--- config.mk ---
export PLATFORM = sky130hd
export DESIGN_NAME = a2d_pot_seq
export DESIGN_NICKNAME = d
export VERILOG_FILES = /design/src/rtl/a2d_pkg.sv /design/src/rtl/pot_smooth.sv /design/src/rtl/a2d_pot_seq.sv
export SDC_FILE = /design/constraint.sdc
export NUM_CORES = 1
export LEC_CHECK = 0
export BUFFER_PORTS_ARGS = -buffer_cell sky130_fd_sc_hd__buf_2
export CAP_MARGIN = 20
export CORE_MARGIN = 3
export CORE_UTILIZATION = 53
export DETAILED_ROUTE_END_ITERATION = 12
export GPL_TIMING_DRIVEN = 0
export HOLD_SLACK_MARGIN = 0.08
export PLACE_DENSITY_LB_ADDON = 0.3
export SETUP_SLACK_MARGIN = 0.2
export SLEW_MARGIN = 20
export SYNTH_ARGS = -nofsm -noshare
export SYNTH_HDL_FRONTEND = slang
export SYNTH_SLANG_ARGS = --single-unit
--- constraint.sdc ---
create_clock -name clk -period 2.98 [get_ports clk]
set_input_delay 0.596 -clock clk [delete_from_list [all_inputs] [get_ports clk]]
set_output_delay 0.596 -clock clk [all_outputs]
set_load 0.02 [all_outputs]
--- src/rtl/a2d_pkg.sv ---
// rtl/a2d_pkg.sv - shared slot, channel and state definitions for the pot sequencer
// Contents: slot_e (scan slots), state_e (sequencer states), SLOT_CHNL_TBL
// (slot -> ADC channel), slot_chnl() and next_slot() helpers, datapath widths.
package a2d_pkg;

  localparam int POT_W     = 12;
  localparam int SMOOTH_W  = 14;
  localparam int NUM_SLOTS = 6;

  // Scan order; the encoding is also the index into the pot register file.
  typedef enum logic [2:0] {
    SLOT_LP  = 3'd0,
    SLOT_B1  = 3'd1,
    SLOT_B2  = 3'd2,
    SLOT_B3  = 3'd3,
    SLOT_HP  = 3'd4,
    SLOT_VOL = 3'd5
  } slot_e;

  typedef enum logic [2:0] {
    ST_IDLE  = 3'd0,
    ST_START = 3'd1,
    ST_WAIT  = 3'd2,
    ST_STORE = 3'd3,
    ST_GAP   = 3'd4
  } state_e;

  // Three bits per slot, slot 0 in the LSBs: LP=1, B1=0, B2=4, B3=2, HP=3, VOL=7.
  localparam logic [17:0] SLOT_CHNL_TBL = {3'd7, 3'd3, 3'd2, 3'd4, 3'd0, 3'd1};

  function automatic logic [2:0] slot_chnl(input slot_e s);
    logic [4:0] idx;
    idx = {2'b00, s} * 5'd3;
    return SLOT_CHNL_TBL[idx +: 3];
  endfunction

  function automatic slot_e next_slot(input slot_e s);
    return (s == SLOT_VOL) ? SLOT_LP : slot_e'(s + 3'd1);
  endfunction

endpackage

--- src/rtl/pot_smooth.sv ---
// rtl/pot_smooth.sv - first-order smoothing of a new pot reading (A2D_SMOOTH_EN builds only)
// Ports: old   in  12  value currently held in the slot register
//        res   in  12  new conversion result
//        first in  1   slot has never stored since reset; pass res through
//        val   out 12  value to write: res, or (3*old + res) >> 2
// The module only exists when A2D_SMOOTH_EN is defined.
`ifdef A2D_SMOOTH_EN
module pot_smooth
  import a2d_pkg::*;
(
  input  logic [POT_W-1:0] old,
  input  logic [POT_W-1:0] res,
  input  logic             first,
  output logic [POT_W-1:0] val
);

  // 3*4095 + 4095 = 16380 fits the 14-bit sum exactly.
  logic [SMOOTH_W-1:0] old_w;
  logic [SMOOTH_W-1:0] sum;

  assign old_w = {2'b00, old};
  assign sum   = (old_w << 1) + old_w + {2'b00, res};
  assign val   = first ? res : sum[SMOOTH_W-1:2];

endmodule
`endif

--- src/rtl/a2d_pot_seq.sv ---
// rtl/a2d_pot_seq.sv - round-robin A2D pot scanner with priority VOLUME requests
// Parameters: GAP_CYC idle clocks between conversions, TMO_CYC clocks allowed for cnv_cmplt.
// Ports: clk, rst_n (async active-low); cnv_cmplt/res from the A2D SPI block;
//        vol_req priority VOLUME request pulse; strt_cnv/chnnl to the A2D SPI block;
//        LP, B1, B2, B3, HP, VOLUME latest readings; scan_done round pulse;
//        all_valid every slot stored once; err sticky timeout.
// Build option: A2D_SMOOTH_EN selects smoothed stores via pot_smooth.
module a2d_pot_seq
  import a2d_pkg::*;
#(
  parameter logic [15:0] GAP_CYC = 16'd1024,
  parameter logic [15:0] TMO_CYC = 16'd4096
) (
  input  logic        clk,
  input  logic        rst_n,
  input  logic        cnv_cmplt,
  input  logic [11:0] res,
  input  logic        vol_req,
  output logic        strt_cnv,
  output logic [2:0]  chnnl,
  output logic [11:0] LP,
  output logic [11:0] B1,
  output logic [11:0] B2,
  output logic [11:0] B3,
  output logic [11:0] HP,
  output logic [11:0] VOLUME,
  output logic        scan_done,
  output logic        all_valid,
  output logic        err
);

  state_e               state_q, state_d;
  slot_e                ptr_q;        // round-robin position
  slot_e                cur_q;        // slot of the conversion in flight
  slot_e                launch_slot;
  logic                 cur_pri_q;    // conversion in flight is a priority VOLUME
  logic                 pending_q;
  logic [15:0]          cnt_q;        // shared WAIT timeout / GAP counter
  logic [POT_W-1:0]     res_q;
  logic [POT_W-1:0]     wr_val;
  logic [POT_W-1:0]     pot_q [NUM_SLOTS];
  logic [NUM_SLOTS-1:0] valid_q;
  logic                 launch;
  logic                 do_store;
  logic                 tmo_hit;
  logic                 slot_done;

  always_ff @(posedge clk or negedge rst_n) begin
    if (!rst_n) state_q <= ST_IDLE;
    else        state_q <= state_d;
  end

  always_comb begin
    state_d  = state_q;
    strt_cnv = 1'b0;
    launch   = 1'b0;
    do_store = 1'b0;
    tmo_hit  = 1'b0;
    case (state_q)
      ST_IDLE: begin
        state_d = ST_START;
        launch  = 1'b1;
      end
      ST_START: begin
        strt_cnv = 1'b1;
        state_d  = ST_WAIT;
      end
      ST_WAIT: begin
        // A completion on the final timeout clock still counts as a completion.
        if (cnv_cmplt) begin
          state_d = ST_STORE;
        end else if (cnt_q == TMO_CYC - 16'd1) begin
          state_d = ST_GAP;
          tmo_hit = 1'b1;
        end
      end
      ST_STORE: begin
        do_store = 1'b1;
        state_d  = ST_GAP;
      end
      ST_GAP: begin
        if (cnt_q == GAP_CYC - 16'd1) begin
          state_d = ST_START;
          launch  = 1'b1;
        end
      end
      default: state_d = ST_IDLE;
    endcase
  end

  // A pending priority request steals the next START without moving ptr_q.
  assign launch_slot = pending_q ? SLOT_VOL : ptr_q;
  assign slot_done   = do_store | tmo_hit;

`ifdef A2D_SMOOTH_EN
  pot_smooth u_smooth (
    .old   (pot_q[cur_q]),
    .res   (res_q),
    .first (~valid_q[cur_q]),
    .val   (wr_val)
  );
`else
  assign wr_val = res_q;
`endif

  always_ff @(posedge clk or negedge rst_n) begin
    if (!rst_n) begin
      ptr_q     <= SLOT_LP;
      cur_q     <= SLOT_LP;
      cur_pri_q <= 1'b0;
      pending_q <= 1'b0;
      cnt_q     <= '0;
      res_q     <= '0;
      valid_q   <= '0;
      chnnl     <= '0;
      scan_done <= 1'b0;
      err       <= 1'b0;
      for (int i = 0; i < NUM_SLOTS; i++) pot_q[i] <= '0;
    end else begin
      // Restart counting on every state change so WAIT and GAP each begin at 0.
      cnt_q <= (state_d != state_q) ? 16'd0 : cnt_q + 16'd1;

      // A request arriving on the consuming clock survives as a new pending.
      pending_q <= vol_req | (pending_q & ~launch);

      if (launch) begin
        cur_q     <= launch_slot;
        cur_pri_q <= pending_q;
        chnnl     <= slot_chnl(launch_slot);
      end

      if (state_q == ST_WAIT && cnv_cmplt) res_q <= res;

      if (do_store) begin
        pot_q[cur_q]   <= wr_val;
        valid_q[cur_q] <= 1'b1;
      end

      if (tmo_hit) err <= 1'b1;

      if (slot_done && !cur_pri_q) ptr_q <= next_slot(ptr_q);
      scan_done <= slot_done && !cur_pri_q && (ptr_q == SLOT_HP);
    end
  end

  assign LP        = pot_q[SLOT_LP];
  assign B1        = pot_q[SLOT_B1];
  assign B2        = pot_q[SLOT_B2];
  assign B3        = pot_q[SLOT_B3];
  assign HP        = pot_q[SLOT_HP];
  assign VOLUME    = pot_q[SLOT_VOL];
  assign all_valid = &valid_q;

endmodule

==> impl_metrics.json <==
{
  "status": "finished, final reports clean",
  "clk_pin_slew_ns": 0.06,
  "drt-pass1-iter-count": 5,
  "area_growth_pct": 25.9,
  "grt_setup_unrepaired": "no",
  "overflow": 0,
  "clockPowerShare_pct": 32.4,
  "finalSetupViolations": 0,
  "ctsHtreeMaxLevel": 4,
  "synth-xor-area-share_pct": 2.32,
  "slew_headroom_pct": 48.0,
  "cts_root_buf": "clkbuf_8",
  "wl_per_cell_um": 18.1,
  "grt_max_degree": 66,
  "post-route-period-util_pct": 83.4,
  "grt_pass1_wl_um": 17000,
  "yosys-top-cells-area": "dfrtp_1 62%, mux2_2 20%, a21oi_1 1.8%",
  "power_frac_comb_pct": 27.7,
  "cts_buffer_depth": 2,
  "via_per_inst": 5.55,
  "first_global_vias": 3311,
  "internal_power_w": 0.00438,
  "cap_violations": 0,
  "finalNetCount": 481,
  "crit_type": "flip-flop to flip-flop",
  "synth-main-ff-cell": "dfrtp_1",
  "syn_area_sq_um": 4920,
  "num_rows": 34,
  "initial_utilization_pct": 55.6,
  "clock_latency_ns": 0.50,
  "synth_fp_nets": 366,
  "post_cts_buffers": 0,
  "slew_violations": 0,
  "die_y_um": 102,
  "synth_fa_ha_area_share_pct": 0.255,
  "dp.cells": 552,
  "vias": 3244,
  "postSynthCellCount": 349,
  "hold_path.class": "input port to flip-flop",
  "fmax_mhz": 402,
  "synth-compound-area-share_pct": 4.22,
  "p_seq_share_pct": 39.9,
  "critPathCaptureType": "flip-flop",
  "io_pins": 95,
  "stdcell_area_sq_um": 6190,
  "coreArea_sq_um": 8850,
  "place_area_sq_um": 5560,
  "antenna_found_initial": 0,
  "die_w_um": 102,
  "crit_fanout": 10,
  "ir_drop_mv": 0.603,
  "die_area_sq_um": 10500,
  "switching_share_pct": 33.0,
  "place_hpwl_um": 6950,
  "synth_mux_area_share_pct": 20.8,
  "drive_gt1_share_pct": 48.4,
  "synth_top_family_by_area": "multiplexers",
  "skew_ns": 0.00566,
  "track_usage_pct": 21.5,
  "layout_min_cycle_time_ns": 2.49,
  "worstPathArrival_ns": 2.87,
  "drtIter0Drc": 174,
  "power_leakage_nw": 3.09,
  "wirelength_um": 10600,
  "syn_avg_cell_area_sq_um": 14.1,
  "synth_seq_cells": 122,
  "ant_nets": 0,
  "synth-simple-area-share_pct": 8.68,
  "cp-start-kind": "flip-flop",
  "cts_tree": "yes",
  "synth_cell_types": 40,
  "p_switching_w": 0.00216,
  "synth_top_cell_by_area": "dfrtp_1",
  "finalNonFillerCells": 585,
  "synth_edf_count": 0,
  "async_flop_share_pct": 100,
  "yosys_warnings": 0,
  "hold_violations": 0,
  "numCtsBuffers": 17,
  "yosysTopAreaCellShare_pct": 62.1,
  "io_buffer_count": 94,
  "worstPathRequired_ns": 3.37,
  "place_congestion": 0.864,
  "worst_pin_slew_ns": 0.781,
  "power_density_nw_per_um2": 1060,
  "drcViolationCount": 0,
  "antennaDiodeCount": 0,
  "cts.sinks": 122,
  "yosysSeqAreaShare_pct": 62.1
}
-- Yosys cell counts (4+ instances only) --
cell type  number
xnor2_1         9
a21oi_1        18
xor2_1          4
nand4_1         6
clkbuf_1        5
buf_1           4
buf_2           4
nor2b_1         5
nor4_1          5
nor2_1          8
nand3_1         7
nand2b_1        8
mux2_2         89
or2_2           4
o21ai_0         4
dfrtp_1       122
inv_1           7
nand2_1         7
-- state kept, by name, indices dropped and copies added (netlist names) --
register	cells
cnt_q	16
state_q	3
res_q	12
ptr_q	3
cur_pri_q	1
B2	12
scan_done	1
err	1
LP	12
valid_q	6
chnnl	3
pending_q	1
cur_q	3
B1	12
HP	12
VOLUME	12
B3	12
-- cell families (layout without fill, tap and decap cells) --
logic type | Yosys count | after routing
muxes | 91 | 91
xor gates and xnor gates | 13 | 13
buffers and inverters | 20 | 148
AOI/OAI and AO/OA | 32 | 32
and+or+nand+nor | 70 | 70
adders and majority gates | 1 | 1
DFF | 122 | 122
-- critical path, cell delays in order (launching register included) --
cell and delay (ns):
dfrtp_1 0.36, clkbuf_1 0.20, and3b_1 0.35, nand2_1 0.11, nor3_1 0.55, clkbuf_2 0.42
mux2_2 0.38
-- per-stage QoR --
step                      util [%]  power [W]  worst slack [ns]  TNS [ns]  hold WS [ns]
after CTS                     69.9    0.00659             0.322         0         0.272
after floorplan                  -    0.00376             0.757         0         0.300
after global routing          69.9    0.00688             0.347         0         0.281
final                         69.9    0.00654             0.494         0         0.286
after global placement        62.4    0.00435            -0.140    -15.83         0.451
after detailed placement      62.8    0.00444             0.377         0         0.456
-- final cells by class --
type,instances,area (sq um)
Sequential cell,122,3050
Clock inverter,14,194
Timing Repair Buffer,96,514
Inverter,7,26.3
Tap cell,108,135
Fill cell,607,2660
Buffer,13,55.1
Multi-Input combinational cell,207,1780
Clock buffer,18,428
-- power by group through the flow --
stage	clock network (W)	registers (W)	logic, W
global route	0.00224	0.00269	0.00196
floorplan	0	0.00294	0.000826
finish	0.00212	0.00261	0.00181
CTS	0.00214	0.00261	0.00184
detailed placement	0	0.00262	0.00182
global placement	0	0.00258	0.00177
-- layer usage --
layer	part of all wire (%)	GRT usage [%]	up-vias
met4	1.1	7.47	0
met5	0	0	-
li1	-	-	1495
met2	52	35.1	86
met3	4.6	5.80	13
met1	42	28.0	1650
-- cells in the final DEF, fill, tap and decap left out, types with 2 or more instances in the layout --
master	count
mux2i_1	2
nand3_1	7
o21bai_1	2
clkbuf_8	2
buf_2	97
clkbuf_16	16
nor3b_1	3
nor4_1	5
dfrtp_1	122
clkinvlp_4	2
mux2_2	89
and3b_1	3
nand4_1	6
inv_1	7
nand2_1	7
or2_2	4
nand2b_1	8
clkinv_2	3
nor3_1	3
or4_4	3
nor2_1	8
inv_6	3
o21ai_0	4
xor2_1	4
clkbuf_1	4
clkinv_4	2
or3_1	2
buf_1	4
a21oi_1	18
bufinv_16	4
xnor2_1	9
nor2b_1	5
-- worst paths after layout --
kind | slack, ns | endpoint | from | cells after the start
setup reg to reg | 0.49 | VOLUME[4]$_DFFE_PN0P_ | state_q[2]$_DFF_PN0_ | 6
hold / removal | 0.29 | pending_q$_DFF_PN0_ | vol_req | 2
min in group asynchronous | 0.63 | HP[1]$_DFFE_PN0P_ | rst_n | 2
hold reg to reg | 0.47 | err$_DFFE_PN0P_ | err$_DFFE_PN0P_ | 1
max in group asynchronous | 1.66 | B2[3]$_DFFE_PN0P_ | rst_n | 3
setup / recovery | 0.49 | VOLUME[4]$_DFFE_PN0P_ | state_q[2]$_DFF_PN0_ | 6
-- what timing repair did --
item / in CTS / in global routing
setup endpoints to repair: 0 / 9
resized for setup: 0 / 2
hold buffers: 1 / 0
endpoints found under the hold margin: 57 / 0
(Power assumes the default switching activity.)
